==> src/rtl/mem_port_arbiter_pkg.sv <==
// rtl/mem_port_arbiter_pkg.sv - shared types, widths and index helpers for the memory port arbiter
// Purpose: FSM state encoding, default data/address width and small index helpers
//          used by the arbiter top and its round-robin grant logic.
// Ports:   none (package).
package mem_port_arbiter_pkg;

  localparam int XLEN = 32;

  typedef enum logic [1:0] {
    ARB_IDLE,
    ARB_ACCESS,
    ARB_WAIT,
    ARB_RESP
  } arb_state_t;

  // Width of an index into n items; a single item still needs one bit.
  function automatic int idx_width(input int n);
    return (n > 1) ? $clog2(n) : 1;
  endfunction

  // Wrap a non-negative index into 0..n-1.
  function automatic int wrap_idx(input int i, input int n);
    return i % n;
  endfunction

endpackage

==> src/rtl/mem_port_arbiter_if.sv <==
// rtl/mem_port_arbiter_if.sv - requester and memory-side bundle of the memory port arbiter
// Purpose: groups the per-requester request/response signals and the single-port memory
//          signals.
// Modports: master - the arbiter (drives ReqReady, RspValid/RspRData, Mem*; samples
//                    Req*, MemRData)
//           slave  - requesters plus memory (the opposite directions)
interface mem_port_arbiter_if #(
  parameter int NREQ = 2,
  parameter int AW   = 32,
  parameter int DW   = 32
);
  localparam int BW = DW / 8;

  logic [NREQ-1:0]    ReqValid;
  logic [NREQ-1:0]    ReqReady;
  logic [NREQ-1:0]    ReqWrite;
  logic [NREQ*AW-1:0] ReqAddr;
  logic [NREQ*DW-1:0] ReqWData;
  logic [NREQ*BW-1:0] ReqBE;
  logic [NREQ-1:0]    RspValid;
  logic [DW-1:0]      RspRData;
  logic               MemEn;
  logic               MemWe;
  logic [AW-1:0]      MemAddr;
  logic [DW-1:0]      MemWData;
  logic [BW-1:0]      MemBE;
  logic [DW-1:0]      MemRData;

  modport master (
    input  ReqValid, ReqWrite, ReqAddr, ReqWData, ReqBE, MemRData,
    output ReqReady, RspValid, RspRData, MemEn, MemWe, MemAddr, MemWData, MemBE
  );

  modport slave (
    output ReqValid, ReqWrite, ReqAddr, ReqWData, ReqBE, MemRData,
    input  ReqReady, RspValid, RspRData, MemEn, MemWe, MemAddr, MemWData, MemBE
  );

endinterface

==> src/rtl/mem_port_arbiter_rr_arbiter.sv <==
// rtl/mem_port_arbiter_rr_arbiter.sv - combinational rotating-priority grant
// Purpose: picks the first requesting bit at or above ptr_i, wrapping around.
// Ports:   req_i     - request vector
//          ptr_i     - index holding highest priority
//          gnt_o     - one-hot grant (zero when no request)
//          gnt_idx_o - index of the granted bit (0 when no request)
module rr_arbiter
  import mem_port_arbiter_pkg::*;
#(
  parameter int N  = 2,
  parameter int IW = idx_width(N)
) (
  input  logic [N-1:0]  req_i,
  input  logic [IW-1:0] ptr_i,
  output logic [N-1:0]  gnt_o,
  output logic [IW-1:0] gnt_idx_o
);

  // Scan offsets from farthest to nearest so the last hit (nearest to ptr) wins,
  // which avoids a separate found flag.
  always_comb begin
    gnt_o     = '0;
    gnt_idx_o = '0;
    for (int k = N - 1; k >= 0; k--) begin
      if (req_i[wrap_idx(int'(ptr_i) + k, N)]) begin
        gnt_o                             = '0;
        gnt_o[wrap_idx(int'(ptr_i) + k, N)] = 1'b1;
        gnt_idx_o                         = IW'(wrap_idx(int'(ptr_i) + k, N));
      end
    end
  end

endmodule

==> src/rtl/mem_port_arbiter.sv <==
// rtl/mem_port_arbiter.sv - rotating-priority sharing of one single-port synchronous memory
// Purpose: grants one requester at a time, runs a single memory access, waits the fixed
//          read latency and returns a one-cycle response to the owner.
// Ports:   CLK   - clock, all state on rising edge
//          Reset - asynchronous active-low reset
//          bus   - request/response and memory signals (mem_port_arbiter_if.master)
module mem_port_arbiter
  import mem_port_arbiter_pkg::*;
#(
  parameter int NREQ   = 2,
  parameter int AW     = XLEN,
  parameter int DW     = XLEN,
  parameter int RD_LAT = 1
) (
  input  logic                      CLK,
  input  logic                      Reset,
  mem_port_arbiter_if.master        bus
);

  localparam int BW = DW / 8;
  localparam int IW = idx_width(NREQ);
  localparam int CW = idx_width(RD_LAT);

  arb_state_t    state_q, state_d;
  logic [IW-1:0] ptr_q, ptr_d;
  logic [IW-1:0] owner_q, owner_d;
  logic          wr_q, wr_d;
  logic [CW-1:0] cnt_q, cnt_d;
  logic          mem_en_q, mem_en_d;
  logic          mem_we_q, mem_we_d;
  logic [AW-1:0] mem_addr_q, mem_addr_d;
  logic [DW-1:0] mem_wdata_q, mem_wdata_d;
  logic [BW-1:0] mem_be_q, mem_be_d;
  logic [DW-1:0] rdata_q, rdata_d;

  logic [NREQ-1:0] gnt;
  logic [IW-1:0]   gnt_idx;

  rr_arbiter #(.N(NREQ), .IW(IW)) u_rr (
    .req_i     (bus.ReqValid),
    .ptr_i     (ptr_q),
    .gnt_o     (gnt),
    .gnt_idx_o (gnt_idx)
  );

  always_ff @(posedge CLK or negedge Reset) begin
    if (!Reset) begin
      state_q     <= ARB_IDLE;
      ptr_q       <= '0;
      owner_q     <= '0;
      wr_q        <= 1'b0;
      cnt_q       <= '0;
      mem_en_q    <= 1'b0;
      mem_we_q    <= 1'b0;
      mem_addr_q  <= '0;
      mem_wdata_q <= '0;
      mem_be_q    <= '0;
      rdata_q     <= '0;
    end else begin
      state_q     <= state_d;
      ptr_q       <= ptr_d;
      owner_q     <= owner_d;
      wr_q        <= wr_d;
      cnt_q       <= cnt_d;
      mem_en_q    <= mem_en_d;
      mem_we_q    <= mem_we_d;
      mem_addr_q  <= mem_addr_d;
      mem_wdata_q <= mem_wdata_d;
      mem_be_q    <= mem_be_d;
      rdata_q     <= rdata_d;
    end
  end

  // The Mem* registers double as the request latch: they are loaded at grant so the
  // strobe appears in ACCESS, and address/data/BE simply hold afterwards.
  always_comb begin
    state_d      = state_q;
    ptr_d        = ptr_q;
    owner_d      = owner_q;
    wr_d         = wr_q;
    cnt_d        = cnt_q;
    mem_en_d     = 1'b0;
    mem_we_d     = 1'b0;
    mem_addr_d   = mem_addr_q;
    mem_wdata_d  = mem_wdata_q;
    mem_be_d     = mem_be_q;
    rdata_d      = rdata_q;
    bus.ReqReady = '0;
    bus.RspValid = '0;

    unique case (state_q)
      ARB_IDLE: begin
        if (|bus.ReqValid) begin
          bus.ReqReady = gnt;
          owner_d      = gnt_idx;
          wr_d         = bus.ReqWrite[gnt_idx];
          mem_en_d     = 1'b1;
          mem_we_d     = bus.ReqWrite[gnt_idx];
          mem_addr_d   = bus.ReqAddr[int'(gnt_idx) * AW +: AW];
          mem_wdata_d  = bus.ReqWData[int'(gnt_idx) * DW +: DW];
          mem_be_d     = bus.ReqBE[int'(gnt_idx) * BW +: BW];
          ptr_d        = IW'(wrap_idx(int'(gnt_idx) + 1, NREQ));
          state_d      = ARB_ACCESS;
        end
      end
      ARB_ACCESS: begin
        if (wr_q) begin
          state_d = ARB_RESP;
        end else begin
          cnt_d   = CW'(RD_LAT - 1);
          state_d = ARB_WAIT;
        end
      end
      ARB_WAIT: begin
        if (cnt_q == '0) begin
          rdata_d = bus.MemRData;
          state_d = ARB_RESP;
        end else begin
          cnt_d = cnt_q - 1'b1;
        end
      end
      ARB_RESP: begin
        bus.RspValid[owner_q] = 1'b1;
        state_d               = ARB_IDLE;
      end
      default: state_d = ARB_IDLE;
    endcase
  end

  assign bus.MemEn    = mem_en_q;
  assign bus.MemWe    = mem_we_q;
  assign bus.MemAddr  = mem_addr_q;
  assign bus.MemWData = mem_wdata_q;
  assign bus.MemBE    = mem_be_q;
  assign bus.RspRData = rdata_q;

endmodule

==> src/flat_wrapper.sv <==
// flat-port wrapper written by rule: the top's interface ports become plain ports
module mem_port_arbiter_flat import mem_port_arbiter_pkg::*;
#(
  parameter int NREQ   = 2,
  parameter int AW     = XLEN,
  parameter int DW     = XLEN,
  parameter int RD_LAT = 1
)
  (CLK, Reset, bus_ReqValid, bus_ReqWrite, bus_ReqAddr, bus_ReqWData, bus_ReqBE, bus_MemRData, bus_ReqReady, bus_RspValid, bus_RspRData, bus_MemEn, bus_MemWe, bus_MemAddr, bus_MemWData, bus_MemBE);
  mem_port_arbiter_if #(.NREQ(NREQ), .AW(AW), .DW(DW)) bus_i ();
  input  logic CLK;
  input  logic Reset;
  input wire logic [$bits(bus_i.ReqValid)-1:0] bus_ReqValid;
  input wire logic [$bits(bus_i.ReqWrite)-1:0] bus_ReqWrite;
  input wire logic [$bits(bus_i.ReqAddr)-1:0] bus_ReqAddr;
  input wire logic [$bits(bus_i.ReqWData)-1:0] bus_ReqWData;
  input wire logic [$bits(bus_i.ReqBE)-1:0] bus_ReqBE;
  input wire logic [$bits(bus_i.MemRData)-1:0] bus_MemRData;
  output wire logic [$bits(bus_i.ReqReady)-1:0] bus_ReqReady;
  output wire logic [$bits(bus_i.RspValid)-1:0] bus_RspValid;
  output wire logic [$bits(bus_i.RspRData)-1:0] bus_RspRData;
  output wire logic [$bits(bus_i.MemEn)-1:0] bus_MemEn;
  output wire logic [$bits(bus_i.MemWe)-1:0] bus_MemWe;
  output wire logic [$bits(bus_i.MemAddr)-1:0] bus_MemAddr;
  output wire logic [$bits(bus_i.MemWData)-1:0] bus_MemWData;
  output wire logic [$bits(bus_i.MemBE)-1:0] bus_MemBE;
  assign bus_i.ReqValid = bus_ReqValid;
  assign bus_i.ReqWrite = bus_ReqWrite;
  assign bus_i.ReqAddr = bus_ReqAddr;
  assign bus_i.ReqWData = bus_ReqWData;
  assign bus_i.ReqBE = bus_ReqBE;
  assign bus_i.MemRData = bus_MemRData;
  assign bus_ReqReady = bus_i.ReqReady;
  assign bus_RspValid = bus_i.RspValid;
  assign bus_RspRData = bus_i.RspRData;
  assign bus_MemEn = bus_i.MemEn;
  assign bus_MemWe = bus_i.MemWe;
  assign bus_MemAddr = bus_i.MemAddr;
  assign bus_MemWData = bus_i.MemWData;
  assign bus_MemBE = bus_i.MemBE;
  mem_port_arbiter #(.NREQ(NREQ), .AW(AW), .DW(DW), .RD_LAT(RD_LAT)) u_core (.CLK(CLK), .Reset(Reset), .bus(bus_i));
endmodule
==> config.mk <==
export PLATFORM = sky130hd
export DESIGN_NAME = mem_port_arbiter_flat
export DESIGN_NICKNAME = d
export VERILOG_FILES = /design/src/rtl/mem_port_arbiter_pkg.sv /design/src/rtl/mem_port_arbiter_if.sv /design/src/rtl/mem_port_arbiter_rr_arbiter.sv /design/src/rtl/mem_port_arbiter.sv /design/src/flat_wrapper.sv
export SDC_FILE = /design/constraint.sdc
export NUM_CORES = 1
export LEC_CHECK = 0
export CAP_MARGIN = 10
export CORE_MARGIN = 2
export CORE_UTILIZATION = 37
export DETAILED_ROUTE_END_ITERATION = 10
export PLACE_DENSITY_LB_ADDON = 0.05
export SETUP_SLACK_MARGIN = 0.15
export SLEW_MARGIN = 40
export SYNTH_ARGS = -nofsm -noshare
export SYNTH_HDL_FRONTEND = slang
export SYNTH_SLANG_ARGS = --single-unit
==> constraint.sdc <==
create_clock -name CLK -period 2.3 [get_ports CLK]
set_clock_uncertainty 0.15 [all_clocks]
set_input_delay 0.46 -clock CLK [delete_from_list [all_inputs] [get_ports CLK]]
set_output_delay 0.46 -clock CLK [all_outputs]
set_load 0.05 [all_outputs]
# After elaboration in Yosys (flattened, before gate mapping)
# Index checks and enable logic that the tools add are counted.
# totals
output_inout_bits	106
word_cells	73
input_bits	174
reg_bits	108
# classes
add_sub_neg	3
eq_ne	6
n_reduce_logical	10
n_shift	3
n_mux	31
n_bitwise	2
n_lt_le_gt_ge	7
# op_table
operator	n
64-bit by 7-bit variable part select with 32-bit output	2
1-bit 2-to-1 mux	19
2-bit 2-to-1 mux	7
2-bit one-hot mux with 4 select lines	1
2-bit AND reduction	4
8-bit by 4-bit variable part select with 4-bit output	1
1-bit by 2-bit less-than comparator with 1-bit output, second input constant	3
2-bit equality test, second input constant	2
2-bit != test, second input constant	2
1-bit demux with 1-bit select	3
1-bit logical AND	3
2-bit by 3-bit less-than comparator with 1-bit output, second input constant	1
1-bit adder, second input constant	2
2-bit by 1-bit equality test with 1-bit output, second input constant	1
1-bit >= comparator, second input constant	2
2-bit by 1-bit >= comparator with 1-bit output, second input constant	1
2-bit logical NOT	1
2-bit by 1-bit != test with 1-bit output, second input constant	1
1-bit one-hot mux with 2 select lines	1
2-bit nonzero test	1
2-bit OR reduction	1
1-bit AND, first input constant	1
1-bit inverter	1
1-bit subtractor, second input constant	1

# Logic depth before layout (Yosys ltp)
# logic_depth
depth_word	11
mapped_depth	7

# Modules after synthesis
# A second synthesis with hierarchy kept.
# hier_totals
hier_cells	401
hier_area_um2	4825.9
# by_module_without_submodules
module	area_per_inst_um2	n_inst	cells_per_inst
mem_port_arbiter	4799.6	1	397
rr_arbiter	26.3	1	4

# Worst setup path after synthesis
# No wires, ideal clock.
# synth_path
path_kind	reg2out
from	register u_core.state_q[0]
to	output port bus_ReqReady[0]
stages_incl_launch_ff	6
required_time_ps	1690
slack_ps	159
path_buffers	1
arrival_time_ps	1531
path_cell_list	dfrtp_1 -> inv_1 -> ha_1 -> nand2_1 -> a21oi_2 -> buf_1
# synth_via
elab_chain_cells	2
# synth_lines
element	line_no	text
start, declared	mem_port_arbiter.sv:24	arb_state_t state_q, state_d;
start signal, assigned	mem_port_arbiter.sv:60	state_q <= state_d;
2-bit logical NOT	mem_port_arbiter.sv:91	unique case (state_q)
2-bit 2-to-1 mux	mem_port_arbiter.sv:91	
end, declared	flat_wrapper.sv:19	output wire logic [$bits(bus_i.ReqReady)-1:0] bus_ReqReady;
# No other way between the ends.

# Final worst setup path
# layout_path
from	register u_core.rdata_q[19], in the netlist u_core.bus.RspRData[19]
to	output port bus_RspRData[19]
# layout_lines
element	line_no	text
start, declared	mem_port_arbiter.sv:34	logic [DW-1:0] rdata_q, rdata_d;
start signal, assigned	mem_port_arbiter.sv:70	rdata_q <= rdata_d;
end, declared	flat_wrapper.sv:21	output wire logic [$bits(bus_i.RspRData)-1:0] bus_RspRData;
# No word-level cell between the ends.

==> run summary <==
====================================================================================
Outcome ............................................................... finished, final reports clean
Register-to-register path setup slack .................................      0.54 ns
Clk Tree Root Cell ....................................................    clkbuf_16
Area growth, synth to finish ..........................................        76.6%
PwrDens ...............................................................  1570 nW/um2
Fraction of the yosys area taken by sequential cells ..................        59.3%
Crit share post-route .................................................        92.5%
Share of the synthesized area in compound gates (AO/OA/AOI/OAI) .......        17.1%
Clock Sinks ...........................................................          107
Final-report setup violation count ....................................            0
Type of element capturing the critical path ........................... primary output
Global placement routability congestion ...............................        0.792
Crit path to .......................................................... bus_RspRData[19]
Top delay family on crit path ......................................... buffers and inverters
Max-slew violation count ..............................................            0
Area post-placement ...................................................     7550 um2
Largest family of logic cells by synthesized area ..................... compound AO/OA/AOI/OAI gates
Worst Setup Path Type .................................................   reg -> out
Final Hold Violating Endpoints ........................................            0
Total clock buffers created by CTS ....................................            9
TritonCTS clock tree ..................................................          yes
H-tree levels .........................................................            3
Distinct cells, synth .................................................           28
Clock slew seen by the registers of the worst setup and hold paths ....      0.07 ns
Number of antenna violations at the first check in global routing .....            0
Aggregate negative setup slack ........................................         0 ns
Post-route antenna net violation count ................................            0
Final total power .....................................................     12500 uW
Series of cell instances along the critical path ...................... clkdlybuf4s50_1
Pin count of the biggest net entering global routing ..................           66
Setup repair after global routing missed its margin ...................         true
Cells after synthesis .................................................          338
Post-Synth XOR/XNOR Area ..............................................           0%
Number of cells on the worst reg-to-reg path ..........................            6
Leftover overflow at the end of global routing ........................            0
Synth Register Bits ...................................................          107
Synthesized Nets ......................................................          516
1st-iter DRT viols ....................................................          204
Worst setup SP type ...................................................         flop
Worst endpoint data arrival time ......................................      1.52 ns
Slew at the pin closest to its max-slew limit .........................     0.555 ns
Global-route wire length before repair ................................     22100 um
Io pins ...............................................................          280
Average cell area after synthesis .....................................     13.4 um2
Number of rows in the core area .......................................           40
Count of buffers from port buffering ..................................          279
Count of maximum capacitance violations ...............................            0
Total standard cell area after synthesis ..............................     4520 um2
Fraction of layout instances using a drive strength above 1 ...........        12.0%
Adder-cell area share of the yosys netlist ............................        1.11%
Clock latency of the later-clocked register in the worst-skew pair ....      0.34 ns
WP data required ......................................................      1.69 ns
Static Leakage ........................................................   0.00382 uW
Antenna diode count ...................................................            0
Placeable core region .................................................    12000 um2
Achievable clock frequency ............................................      470 MHz
Share of cell area taken by muxes after synthesis .....................        8.22%
First-pass DRT Iterations .............................................            4
Hold_sp ............................................................... u_core.bus.RspRData[4]
Post-route standard cell area excluding fillers .......................     7980 um2
Reg2reg start ......................................................... u_core.state_q[0]
Remaining DRCs ........................................................            0
Number of global-route vias before repair .............................         4111
Worst ir drop on vdd ..................................................       735 uV
Overall routed net length .............................................     14800 um
Largest fanout of any net on the critical path ........................            2
Post-layout util ......................................................        66.7%
Full die area .........................................................    13100 um2
Type of the worst min-delay path ......................................   reg -> reg
Die Ht ................................................................       115 um
Effective utilization at floorplan ....................................        37.8%
Critical-path top delay cell .......................................... clkdlybuf4s50_1
Area share of and/or/nand/nor cells after synthesis ...................        10.5%
Crit path largest cell delay ..........................................      0.83 ns
Reg-to-Reg End ........................................................ u_core.bus.MemWData[13]
Aggregate global-route resource usage .................................        22.2%
Worst setup path startpoint ........................................... u_core.bus.RspRData[19]
FILL cells ............................................................          950
Vias after detailed routing ...........................................         3907
Average wire length per cell after detail routing .....................      19.2 um
Chip Width ............................................................       115 um
Detailed placement HPWL ...............................................     11000 um
Maximum buffer depth of the clock tree ................................            2
Worst slew slack as a fraction of its limit ...........................        62.9%
Warnings from Yosys ...................................................            0
Minimum clock period after layout .....................................      2.13 ns
Count of buffering cells on the critical path with inverters included .            1
Number of nets in the layout ..........................................          797
Critical path depth in cells ..........................................            1
Vias/cell .............................................................         5.07
====================================================================================
## cell usage in the layout, fill, tap and decap left out, types with 2 or more instances in the layout
master,n
clkbuf_8,4
a31oi_1,5
dfrtp_1,106
and2_1,65
buf_12,8
a21o_1,2
clkbuf_1,2
dlygate4sd2_1,17
clkdlybuf4s50_1,211
dlymetal6s2s_1,46
a221o_1,64
ha_1,3
clkbuf_16,9
mux2_1,3
buf_4,13
inv_2,4
mux2_2,30
nor2_1,5
o21ai_0,6
a21oi_1,6
## layout make-up
class	instances	area [um2]	area share, %
clock buffer	15	288	3.61
sequential	107	2680	33.6
multi-input combinational	200	1700	21.3
timing repair buffer	296	3100	38.9
tap	147	184	2.31
inverter	5	18.8	0.235
clock inverter	1	5.00	0.0627
## where the power goes
group	switching, uW	internal [uW]	leakage, uW
clock network	650	853	0.000146
logic	4740	2970	0.00238
registers	465	2820	0.00130
total	5860	6640	0.00382
## flip-flops by register name, summed over array words and instances, names as in the netlist
signal               count
u_core.wr_q              1
u_core.bus.MemBE         4
u_core.bus.MemWe         1
u_core.bus.MemEn         1
u_core.bus.MemWData     32
u_core.bus.RspRData     32
u_core.owner_q           1
u_core.ptr_q             1
u_core.state_q           2
u_core.bus.MemAddr      32
## layer usage
metal	up-vias	GRT usage, %	part of all wire (%)
li1	1823	-	-
met4	0	8.13	1.9
met1	1893	25.1	37
met2	175	39.5	52
met3	16	6.56	8.7
met5	-	0	0
## through the flow
stage / hold WS (ns) / std cells / worst slack [ns]
global placement: 0.296 / 751 / 0.130
global route: 0.359 / 771 / 0.130
CTS: 0.343 / 768 / 0.122
finish: 0.340 / 771 / 0.173
detailed placement: 0.296 / 751 / 0.0569
floorplan: 0.0144 / 338 / 0.159
## cells in the mapped netlist
library cell / count / area share (%)
a211oi_1: 1 / 0.17
a21o_1: 2 / 0.33
a21oi_1: 6 / 0.66
a21oi_2: 1 / 0.19
a221o_1: 64 / 14
a31oi_1: 5 / 0.69
and2_1: 65 / 9.0
and2b_4: 1 / 0.22
buf_1: 1 / 0.083
buf_2: 10 / 1.1
buf_4: 2 / 0.33
buf_6: 5 / 1.2
clkbuf_1: 8 / 0.66
dfrtp_1: 107 / 59
ha_1: 4 / 1.1
inv_1: 4 / 0.33
inv_2: 1 / 0.083
mux2_1: 3 / 0.75
mux2_2: 30 / 7.5
nand2_1: 1 / 0.083
nand2b_1: 1 / 0.14
nand3_1: 1 / 0.11
nor2_1: 5 / 0.42
nor2b_1: 1 / 0.14
nor3_2: 1 / 0.22
o21ai_0: 6 / 0.66
o21ai_2: 1 / 0.19
or3_1: 1 / 0.14
## cells by family after synthesis
kind of cell,after synthesis
adders and majority gates,4
DFF,107
muxes,33
and+or+nand+nor,77
buffers and inverters,31
AOI/OAI and AO/OA,86
## worst min-delay path by stage
stage	to	depth (start not counted)
after global placement	u_core.bus.MemAddr[4]	1
after CTS	u_core.bus.RspRData[4]	1
after global routing	u_core.bus.RspRData[4]	1
after detailed placement	u_core.bus.MemAddr[3]	1
after floorplan	u_core.bus.MemAddr[0]	0
final	u_core.bus.RspRData[4]	1
## what timing repair did
item,CTS,global route
setup buffers,0,3
pin swaps,1,1
hold endpoints to repair,31,0
setup endpoints to repair,17,48
resized for setup,21,48
hold buffers,1,0
No activity file was read; power rests on OpenSTA's default activity.
